===== src/rtl/seq_divider.sv =====
// Multi-cycle non-restoring integer divider, signed/unsigned, with divide-by-zero flag.
// result = {quotient, remainder}; done pulses for one cycle when the result is ready.
module seq_divider #(
  parameter int BITS            = 32,
  parameter int STEPS_PER_CYCLE = 1
) (
  input  logic                clk,
  input  logic                clr,
  input  logic                start,
  input  logic                is_signed,
  input  logic [BITS-1:0]     dividend,
  input  logic [BITS-1:0]     divisor,
  output logic                busy,
  output logic                done,
  output logic                div_by_zero,
  output logic [2*BITS-1:0]   result
);

  localparam int N  = BITS / STEPS_PER_CYCLE;
  localparam int CW = $clog2(N) + 1;

  // state  | meaning
  // IDLE   | waiting for start; operands latched on the accepting edge
  // RUN    | N iterations, STEPS_PER_CYCLE quotient bits per cycle
  // FIX    | remainder correction and sign fix-up, result written
  // ZERO   | divide-by-zero result written, flag set
  // DONE   | done pulse, back to IDLE
  typedef enum logic [2:0] {S_IDLE, S_RUN, S_FIX, S_ZERO, S_DONE} state_t;

  state_t            r_state;
  state_t            w_state_nx;
  logic [CW-1:0]     r_cnt;
  logic [BITS:0]     r_rem;
  logic [BITS-1:0]   r_quo;
  logic [BITS-1:0]   r_dvs;
  logic              r_neg_q;
  logic              r_neg_r;
  logic              r_dz;
  logic [2*BITS-1:0] r_result;

  logic              w_div_zero;
  logic              w_a_neg;
  logic              w_b_neg;
  logic [BITS-1:0]   w_a_mag;
  logic [BITS-1:0]   w_b_mag;
  logic [BITS:0]     w_dvs_ext;
  logic [BITS:0]     w_rem_nx;
  logic [BITS-1:0]   w_quo_nx;
  logic [BITS:0]     w_sh;
  logic [BITS:0]     w_rem_fix;
  logic [BITS-1:0]   w_r_mag;
  logic [BITS-1:0]   w_r_out;
  logic [BITS-1:0]   w_q_out;

  assign w_div_zero = (divisor == '0);
  assign w_a_neg    = is_signed & dividend[BITS-1];
  assign w_b_neg    = is_signed & divisor[BITS-1];
  assign w_a_mag    = w_a_neg ? (~dividend + 1'b1) : dividend;
  assign w_b_mag    = w_b_neg ? (~divisor + 1'b1) : divisor;
  assign w_dvs_ext  = {1'b0, r_dvs};

  // Partial remainder arithmetic is modulo 2^(BITS+1); the true value always lies in [-d, d).
  always_comb begin
    w_rem_nx = r_rem;
    w_quo_nx = r_quo;
    w_sh     = '0;
    for (int i = 0; i < STEPS_PER_CYCLE; i++) begin
      w_sh = {w_rem_nx[BITS-1:0], w_quo_nx[BITS-1]};
      if (w_rem_nx[BITS])
        w_rem_nx = w_sh + w_dvs_ext;
      else
        w_rem_nx = w_sh - w_dvs_ext;
      w_quo_nx = {w_quo_nx[BITS-2:0], ~w_rem_nx[BITS]};
    end
  end

  assign w_rem_fix = r_rem[BITS] ? (r_rem + w_dvs_ext) : r_rem;
  assign w_r_mag   = w_rem_fix[BITS-1:0];
  assign w_r_out   = r_neg_r ? (~w_r_mag + 1'b1) : w_r_mag;
  assign w_q_out   = r_neg_q ? (~r_quo + 1'b1) : r_quo;

  always_ff @(posedge clk) begin
    if (clr)
      r_state <= S_IDLE;
    else
      r_state <= w_state_nx;
  end

  always_comb begin
    w_state_nx = r_state;
    case (r_state)
      S_IDLE:  if (start) w_state_nx = w_div_zero ? S_ZERO : S_RUN;
      S_RUN:   if (r_cnt == '0) w_state_nx = S_FIX;
      S_FIX:   w_state_nx = S_DONE;
      S_ZERO:  w_state_nx = S_DONE;
      S_DONE:  w_state_nx = S_IDLE;
      default: w_state_nx = S_IDLE;
    endcase
  end

  always_ff @(posedge clk) begin
    if (clr) begin
      r_cnt    <= '0;
      r_rem    <= '0;
      r_quo    <= '0;
      r_dvs    <= '0;
      r_neg_q  <= 1'b0;
      r_neg_r  <= 1'b0;
      r_dz     <= 1'b0;
      r_result <= '0;
    end else begin
      case (r_state)
        S_IDLE: begin
          if (start) begin
            r_dz    <= 1'b0;
            r_cnt   <= CW'(N - 1);
            r_rem   <= '0;
            r_neg_q <= w_a_neg ^ w_b_neg;
            r_neg_r <= w_a_neg;
            r_dvs   <= w_b_mag;
            // ZERO returns the raw dividend, so keep it unconverted in that case
            r_quo   <= w_div_zero ? dividend : w_a_mag;
          end
        end
        S_RUN: begin
          r_rem <= w_rem_nx;
          r_quo <= w_quo_nx;
          r_cnt <= r_cnt - 1'b1;
        end
        S_FIX:  r_result <= {w_q_out, w_r_out};
        S_ZERO: begin
          r_result <= {{BITS{1'b1}}, r_quo};
          r_dz     <= 1'b1;
        end
        default: ;
      endcase
    end
  end

  assign busy        = (r_state != S_IDLE);
  assign done        = (r_state == S_DONE);
  assign div_by_zero = r_dz;
  assign result      = r_result;

endmodule


===== config.mk =====
export PLATFORM = sky130hd
export DESIGN_NAME = seq_divider
export DESIGN_NICKNAME = d
export VERILOG_FILES = /design/src/rtl/seq_divider.sv
export SDC_FILE = /design/constraint.sdc
export NUM_CORES = 1
export LEC_CHECK = 0
export ABC_AREA = 1
export CAP_MARGIN = 20
export CELL_PAD_IN_SITES_DETAIL_PLACEMENT = 0
export CELL_PAD_IN_SITES_GLOBAL_PLACEMENT = 2
export CORE_MARGIN = 2
export CORE_UTILIZATION = 35
export CTS_BUF_LIST = sky130_fd_sc_hd__clkbuf_2
export DETAILED_ROUTE_END_ITERATION = 10
export PLACE_DENSITY_LB_ADDON = 0.2
export SLEW_MARGIN = 20
export SYNTH_ARGS = -nofsm -noshare
export SYNTH_HDL_FRONTEND = slang
export SYNTH_SLANG_ARGS = --single-unit

===== constraint.sdc =====
create_clock -name clk -period 6.6 [get_ports clk]
set_input_delay 0.66 -clock clk [delete_from_list [all_inputs] [get_ports clk]]
set_output_delay 0.66 -clock clk [all_outputs]
set_load 0.05 [all_outputs]

# Word-level counts from Yosys, hierarchy flattened
# Index checks and enable logic that the tools add are counted.
totals:
  reg_bits: 173
  input_bits: 68
  out_inout_bits: 67
  elab_cells: 63
classes:
  addsub: 8
  n_eq_ne: 6
  muxes: 20
  bitwise_logic: 8
  n_reduce_logical: 12
ops:
  columns: ["op", "n"]
  rows:
  - ["32-bit 2-to-1 mux", 7]
  - ["32-bit by 1-bit adder with 32-bit output (second input constant)", 4]
  - ["32-bit NOT", 4]
  - ["64-bit one-hot mux with 2 select lines", 1]
  - ["33-bit 2-to-1 mux", 2]
  - ["33-bit one-hot mux with 2 select lines", 1]
  - ["32-bit one-hot mux with 2 select lines", 1]
  - ["33-bit by 32-bit adder with 33-bit output", 1]
  - ["33-bit by 32-bit subtractor with 33-bit output", 1]
  - ["32-bit adder", 1]
  - ["32-bit logical NOT", 1]
  - ["6-bit one-hot mux with 2 select lines", 1]
  - ["3-bit one-hot mux with 3 select lines", 1]
  - ["2-bit AND reduction", 4]
  - ["3-bit by 2-bit == test with 1-bit output (second input constant)", 2]
  - ["6-bit logical NOT", 1]
  - ["3-bit 2-to-1 mux", 2]
  - ["6-bit 2-to-1 mux", 1]
  - ["2-bit nonzero test", 3]
  - ["6-bit by 1-bit subtractor with 6-bit output (second input constant)", 1]
  - ["2-bit inequality test (second input constant)", 2]
  - ["3-bit by 1-bit == test with 1-bit output (second input constant)", 1]
  - ["3-bit == test (second input constant)", 1]
  - ["3-bit logical NOT", 1]
  - ["other kinds (8)", 9]

# Longest topological paths before layout
# Gate-level depths: netlist (run 1).
logic_depth:
  ltp_word: 6
  depth_mapped: 24
  mapped_depth_nobuf: 24

# Worst setup path before layout (run 1)
# No wires, ideal clock.
synth_path:
  kind: "register -> register"
  start: "register r_rem[32]"
  end: "register r_rem[28]"
  setup_time_ns: 0.132
  arrival_ns: 3.211
  required_time_ns: 6.468
  path_slack_ns: 3.257
  stages_incl_launch_ff: 24
  n_path_buf: 5
  synth_period_minus_slack_ns: 3.343
  cell_sequence: "dfxtp_1 -> buf_6 -> buf_2 -> clkbuf_1 -> buf_2 -> clkbuf_1 -> nand2_1 -> o21ai_0 -> inv_1 -> fa_1 -> inv_1 -> nand3_1 -> nand2_1 -> nand2_1 -> a21oi_2 -> a31oi_1 -> o21ai_0 -> nand3_1 -> nand2_1 -> nand2_1 -> nand2_1 -> nand2_1 -> nand3_1 -> a21oi_1"
synth_via:
  elab_chain_cells: 2
synth_rtl:
  columns: ["item", "line", "rtl"]
  rows:
  - ["start, declared", "33", "logic [BITS:0] r_rem;"]
  - ["start signal, assigned", "126", "r_rem <= w_rem_nx;"]
  - ["33-bit 2-to-1 mux", "69", "if (w_rem_nx[BITS])"]
  - ["33-bit one-hot mux with 2 select lines", "112", "case (r_state)"]
# No other way between the ends.
# A chain may end at the register's enable or synchronous reset.

# Worst setup path after layout (run 1)
layout_path:
  start: "register r_dvs[1]"
  end: "register r_quo[0]"
layout_via:
  elab_chain_cells: 4
  elab_cells_between_ends: 5
  cone_classes: "add/sub: 2; mux: 2; bitwise: 1"
layout_rtl:
  columns: ["item", "line", "rtl"]
  rows:
  - ["start, declared", "35", "logic [BITS-1:0] r_dvs;"]
  - ["start signal, assigned", "120", "r_dvs <= w_b_mag;"]
  - ["33-bit by 32-bit subtractor with 33-bit output / 33-bit by 32-bit adder with 33-bit output (equally long branches)", "72, 70", null]
  - ["33-bit 2-to-1 mux (*)", "69", null]
  - ["1-bit NOT (*)", "73", "w_quo_nx = {w_quo_nx[BITS-2:0], ~w_rem_nx[BITS]};"]
  - ["32-bit one-hot mux with 2 select lines (*)", "112", null]
  - ["end signal, assigned", "122", "r_quo <= w_div_zero ? dividend : w_a_mag;"]
  - ["end signal, assigned", "127", "r_quo <= w_quo_nx;"]
  - ["end, declared", "34", "logic [BITS-1:0] r_quo;"]
# Mark *: on every way between the ends. The rest lies on a longest branch, timed or not.

==> out/qor.yml, run 1 <==
outcome: "complete, no violations"
core_mm2: 0.0430
setup_viol: 0
initial_core_util_pct: 35.4
fin_area_mm2: 0.0173
cap_violations: 0
synth_nets: 2657
tritoncts: "built"
clock_skew_ns: 0.0777
htreeDepth: 4
post-synth-top-count-cell: "nand2_1"
antenna_found_initial: 2
syn2layout_area_growth_pct: 13.9
dr_total_vias: 16800
ys.flop_type: "dfxtp_1"
whs_ns: 0.273
fillers: 4794
cp-startpoint: "r_dvs[1]"
max_freq_mhz: 247
path_clk_slew_ns: 0.30
synthTopCellsByCount: "nand2_1, inv_1, nor2_1, a21oi_1, nand3_1"
fin_crit_sh_pct: 61.4
synth_area_mm2: 0.0152
multi_input_area_mm2: 0.0101
ir_worst_vdd_v: 0.000319
async_flop_share_pct: 0
drt_pre_antenna_iters: 7
crit_required_ns: 7.59
finalHoldViolations: 0
syn-mean-instance-area_um2: 6.05
synth_edf_count: 0
ys_ff_latch: 173
reg2reg_from: "r_dvs[1]"
worstPathCellList: "inv_1 -> nand3_1 -> nor2_1 -> nand4_1 -> inv_1 -> nand3_1 -> nand3b_1 -> nor3_1 -> nor2_1 -> a21oi_1 -> o21ai_0 -> xor2_1 -> ha_1 -> nand2_1 -> nor3_1 -> nand2_1 -> o211a_1 -> a21boi_0 -> nand3b_1 -> nand3_1 -> nand2_1 -> a21oi_1"
ff_latch_area_mm2: 0.00346
finalMaxSlewViolations: 0
die_w_um: 213
grt_pass1_wl_um: 91500
postRouteAntennaNets: 0
place_area_mm2: 0.0170
syn-instance-count: 2517
worstPathMaxFanout: 5
ys_seq_area_share_pct: 22.8
grt_max_degree: 89
cts_sinks: 173
ios: 135
hold_path_class: "in2reg"
worst_pin_slew_ns: 0.984
critical-path-max-stage-delay_ns: 0.43
nNetsFinal: 2737
clk_latency_ns: 1.05
cts_buffers: 17
min_period_ns: 4.05
rsz0062_at_grt: "false"
endpoint: "r_quo[0]"
gp_congestion: 0.925
synth_cell_types: 57
synth_top_cell_by_area: "dfxtp_1"
dp_hpwl_um: 48500
drive_above_1_share_pct: 6.59
powerDensity_mw_per_mm2: 604
drc: 0
grt.total_usage_pct: 27.0
die_h_um: 213
die_area_mm2: 0.0452
cts-root-buf: "clkbuf_2"
p_leak_nw: 7.92
std_cell_rows: 76
post_drt_via_cell_ratio: 5.26
crit_path_top_delay_cell: "dfxtp_1"
path_class: "reg2reg"
grt-ovfl-total: 0
drt-total-wl_um: 60700
slew_headroom_pct: 34.4
clockBufferDepth: 2
timing.rr.end: "r_quo[0]"
r2r_setup_slack_ns: 2.55
yosysWarnings: 0
cp.arrival_ns: 5.04
finalSetupTns_ns: 0
post_cts_resized: 0
wl_per_cell_um: 19.0
portBuffers: 134
grt_pass1_vias: 15300
drtIter0Drc: 1338
synth_area_leaders: "dfxtp_1, nand2_1, inv_1"
synth_top_area_share_pct: 22.8
endpoint_kind: "flip-flop"
start_kind: "flip-flop"
r2r_cells: 22
## sequential cells by signal, indices dropped and copies added (netlist names)
name	count
result	64
r_dvs	32
r_state	3
div_by_zero	1
r_quo	32
r_cnt	6
r_rem	33
r_neg_q	1
r_neg_r	1
## power by group
part	internal (W)	switching, W	total, W	leakage, nW
Combinational	0.00246	0.00518	0.00764	6.34
Clock	0.000227	0.000452	0.000680	0.166
Sequential	0.00142	0.000733	0.00215	1.42
Total	0.00411	0.00636	0.0105	7.92
## through the flow
step / std cells / utilization [%] / setup slack [ns] / total power (W)
after detailed placement: 3162 / 39.7 / 2.50 / 0.00973
after floorplan: 2517 / - / 3.26 / 0.00740
final: 3197 / 40.3 / 2.55 / 0.0105
after global routing: 3197 / 40.3 / 2.02 / 0.0115
after CTS: 3195 / 40.3 / 2.48 / 0.0104
after global placement: 3162 / 39.7 / 2.45 / 0.00971
## cells by family (layout without fill, tap and decap cells)
group	Yosys count	in the layout	share of synthesized area (%)
AOI/OAI and AO/OA	517	517	19.5
xor gates and xnor gates	81	81	4.66
adders and majority gates	72	72	6.02
buffers and inverters	424	517	10.7
DFF	173	173	22.8
muxes	1	1	0.0740
other	0	2	0
and+or+nand+nor	1249	1249	36.3
## layer usage
layer  global-route usage (%)  up-vias  wire length, um
met3                     4.22       73             3840
met5                        0        -                0
met4                     8.68        0             1550
met2                     38.9      545            24800
li1                         -     8462                -
met1                     40.5     7728            30500
## cells in the final DEF (no fill, tap or decap), types with 8 or more instances in the layout
cell and instances:
o221ai_1 31, clkdlybuf4s50_1 133, nor2_1 217, inv_1 323, a31oi_1 59, o21ai_1 14, nand2_1 667, o211ai_1 13
nor2_2 12, nor2_4 10, nor4_1 14, ha_1 70, nand3_1 177, nand2_2 21, nand3b_1 10, clkbuf_2 19
nor3_1 29, buf_4 12, xor2_1 67, inv_2 12, xnor2_1 14, dfxtp_1 172, a221oi_1 10, or2_2 31
o22ai_1 12, a21oi_1 183, nand3_2 15, nand4_1 22, o21bai_1 8, o21ai_0 159
## worst max-delay path: cells and delay by family (launching register included)
kind / cells / cell delay, ns
buf+inv: 2 / 0.17
compound gates: 5 / 1.05
xor+xnor: 1 / 0.20
flops: 1 / 0.43
simple gates: 13 / 1.81
fa+ha+maj: 1 / 0.39
## worst min path at each step
stage                          start        to  slack (ns)  cells after the start
final                     divisor[1]  r_dvs[1]        0.27                      3
after global routing      divisor[1]  r_dvs[1]        0.22                      3
after CTS                 divisor[1]  r_dvs[1]        0.17                      3
after detailed placement    r_cnt[5]  r_cnt[5]        0.45                      1
after global placement      r_cnt[5]  r_cnt[5]        0.45                      1
after floorplan             r_cnt[5]  r_cnt[5]        0.43                      1
## layout make-up
type | instances | area share [%]
inverters | 338 | 7.35
multi-input cells | 1920 | 58.5
clock inverters | 13 | 1.03
clock buffers | 19 | 0.549
repair buffers | 147 | 8.29
flip-flops and latches | 173 | 20.0
well taps | 585 | 4.22
diodes | 2 | 0.0289
## repair_timing
item,4_1_cts,5_1_grt
setup buffers,0,0
endpoints found under the hold margin,16,0
hold buffers,1,0
setup endpoints to repair,0,0
No activity file was read; power rests on OpenSTA's default activity.
==> run 2: changes to the inputs <==
--- a/config.mk
+++ b/config.mk
@@ -10,7 +10,7 @@
 export CELL_PAD_IN_SITES_DETAIL_PLACEMENT = 0
 export CELL_PAD_IN_SITES_GLOBAL_PLACEMENT = 2
 export CORE_MARGIN = 2
-export CORE_UTILIZATION = 35
+export CORE_UTILIZATION = 29
 export CTS_BUF_LIST = sky130_fd_sc_hd__clkbuf_2
 export DETAILED_ROUTE_END_ITERATION = 10
 export PLACE_DENSITY_LB_ADDON = 0.2
==> constraint.sdc (replaced) <==
create_clock -name clk -period 3.4 [get_ports clk]
set_input_delay 0.34 -clock clk [delete_from_list [all_inputs] [get_ports clk]]
set_output_delay 0.34 -clock clk [all_outputs]
set_load 0.05 [all_outputs]
==> out/qor.yml, run 2 (synthesis results as in run 1) <==
outcome: "finished, violations left"
violations: "negative setup slack"
tritoncts: "built"
reg2reg_from: "r_dvs[0]"
core_mm2: 0.0516
fillers: 5640
cts-root-buf: "clkbuf_2"
postRouteAntennaNets: 0
holdPathStages: 5
worstPathMaxFanout: 4
post_drt_via_cell_ratio: 4.98
htreeDepth: 4
whs_ns: 0.128
layoutNonFillerInstCount: 3490
slew_headroom_pct: 29.0
dr_total_vias: 17400
drt-total-wl_um: 64300
place_inst: 3408
hold_path_class: "in2reg"
endpoint_kind: "flip-flop"
nNetsFinal: 2935
layout_commonest_cell: "nand2_1"
p_leak_nw: 8.97
die_h_um: 233
std_cell_rows: 83
path_class: "reg2reg"
cts_sinks: 173
final.setup.worst_slack_ns: -0.139
crit_path_top_delay_cell: "ha_1"
grt_pass1_wl_um: 97200
powerDensity_mw_per_mm2: 1260
finalMaxSlewViolations: 0
ir_worst_vdd_v: 0.000553
cts_buffers: 17
cap_violations: 0
multi_input_area_mm2: 0.0106
die_w_um: 233
crit_required_ns: 4.36
gp_congestion: 0.921
ios: 135
ff_latch_area_mm2: 0.00347
dp_hpwl_um: 51600
start_kind: "flip-flop"
clockBufferDepth: 2
syn2layout_area_growth_pct: 28.1
r2r_cells: 22
grt.total_usage_pct: 23.6
portBuffers: 134
min_period_ns: 3.54
drive_above_1_share_pct: 14.9
finalSetupTns_ns: -0.559
setup_viol: 9
grt_pass1_vias: 16200
die_area_mm2: 0.0543
drt_pre_antenna_iters: 5
cp.arrival_ns: 4.50
min_from: "dividend[30]"
initial_core_util_pct: 29.5
place_area_mm2: 0.0183
grt_max_degree: 85
mostFrequentLayoutCells: "nand2_1, inv_1, nor2_1, buf_4, dfxtp_1"
antenna_found_initial: 3
max_freq_mhz: 283
clk_latency_ns: 1.05
rsz0062_at_grt: "true"
worst_pin_slew_ns: 1.06
cp-startpoint: "r_dvs[0]"
finalHoldViolations: 0
worstPathCellList: "inv_2 -> buf_4 -> ha_4 -> nand3_2 -> nor3_4 -> nand3_2 -> nor2_4 -> nand3_2 -> nand2_1 -> buf_4 -> xnor2_1 -> ha_1 -> nand2_2 -> buf_4 -> nor2_1 -> inv_1 -> nor4_1 -> a21boi_2 -> nand3b_1 -> nand3_1 -> nand2_1 -> a21oi_1"
wl_per_cell_um: 18.4
drc: 0
grt-ovfl-total: 0
fin_area_mm2: 0.0195
clock_skew_ns: 0.0753
fin_crit_sh_pct: 104
path_clk_slew_ns: 0.31
drtIter0Drc: 1342
critical-path-max-stage-delay_ns: 0.47
largest_reg_flops: 64
-- run 2: changes by cell type in the layout (fill, tap and decap cells not counted), moves of 6 or more --
cell	change
nand3_2	+8
nor3_1	-6
o21ai_1	+21
nand3_1	-9
buf_4	+161
nand2_2	+12
nand2_1	-15
dlygate4sd3_1	+31
a21oi_2	+13
o21ai_0	-25
ha_1	-7
a21oi_1	-16
-- run 2: metrics by stage --
step	power, W	utilization, %	setup slack [ns]
final	0.0245	37.8	-0.139
after global routing	0.0266	37.8	-0.444
after CTS	0.0237	37.3	-0.139
after detailed placement	0.0212	35.5	-0.421
after global placement	0.0211	35.5	-0.374
after floorplan	0.0144	-	0.0571
-- run 2: worst max-delay path, delay by kind of cell (launching register included) --
family	cells	cell delay, ns
buffers and inverters	5	0.52
adders and majority gates	2	0.60
and+or+nand+nor	12	1.61
AOI/OAI and AO/OA	2	0.26
xor gates and xnor gates	1	0.08
DFF	1	0.38
-- run 2: cell type report --
class                           instances  area share [%]
Sequential cell                       173            17.8
Tap cell                              680            4.36
Multi-Input combinational cell       1920            54.4
Antenna cell                            3          0.0385
Clock buffer                           18           0.462
Clock inverter                         13           0.789
Timing Repair Buffer                  345            15.6
Inverter                              338            6.53
-- run 2: path summary, 6_finish.rpt --
path / endpoint / slack [ns]
setup / recovery: r_quo[0] / -0.14
setup reg to reg: r_quo[0] / -0.14
hold / removal: r_quo[30] / 0.13
hold reg to reg: r_cnt[5] / 0.49
-- run 2: repair_timing --
action | 4_1_cts | 5_1_grt
pin swaps | 25 | 16
hold endpoints to repair | 102 | 0
gates cloned | 0 | 0
gates resized for setup | 80 | 51
endpoints found under the setup margin | 19 | 26
hold buffers | 32 | 0
buffers inserted | 14 | 2
-- run 2: metal layers --
metal	global-route usage (%)	part of all wire [%]	vias up	wire (um)
li1	-	-	8889	-
met1	35.5	51	8012	32800
met2	35.5	43	454	27400
met3	3.17	5.2	36	3370
met4	4.82	1.1	0	714
met5	0	0	-	0
-- run 2: where the power goes --
part	switching (W)	internal (W)	leakage, nW	total, W
Sequential	0.00102	0.00276	1.42	0.00378
Combinational	0.0120	0.00750	7.40	0.0195
Clock	0.000891	0.000361	0.147	0.00125
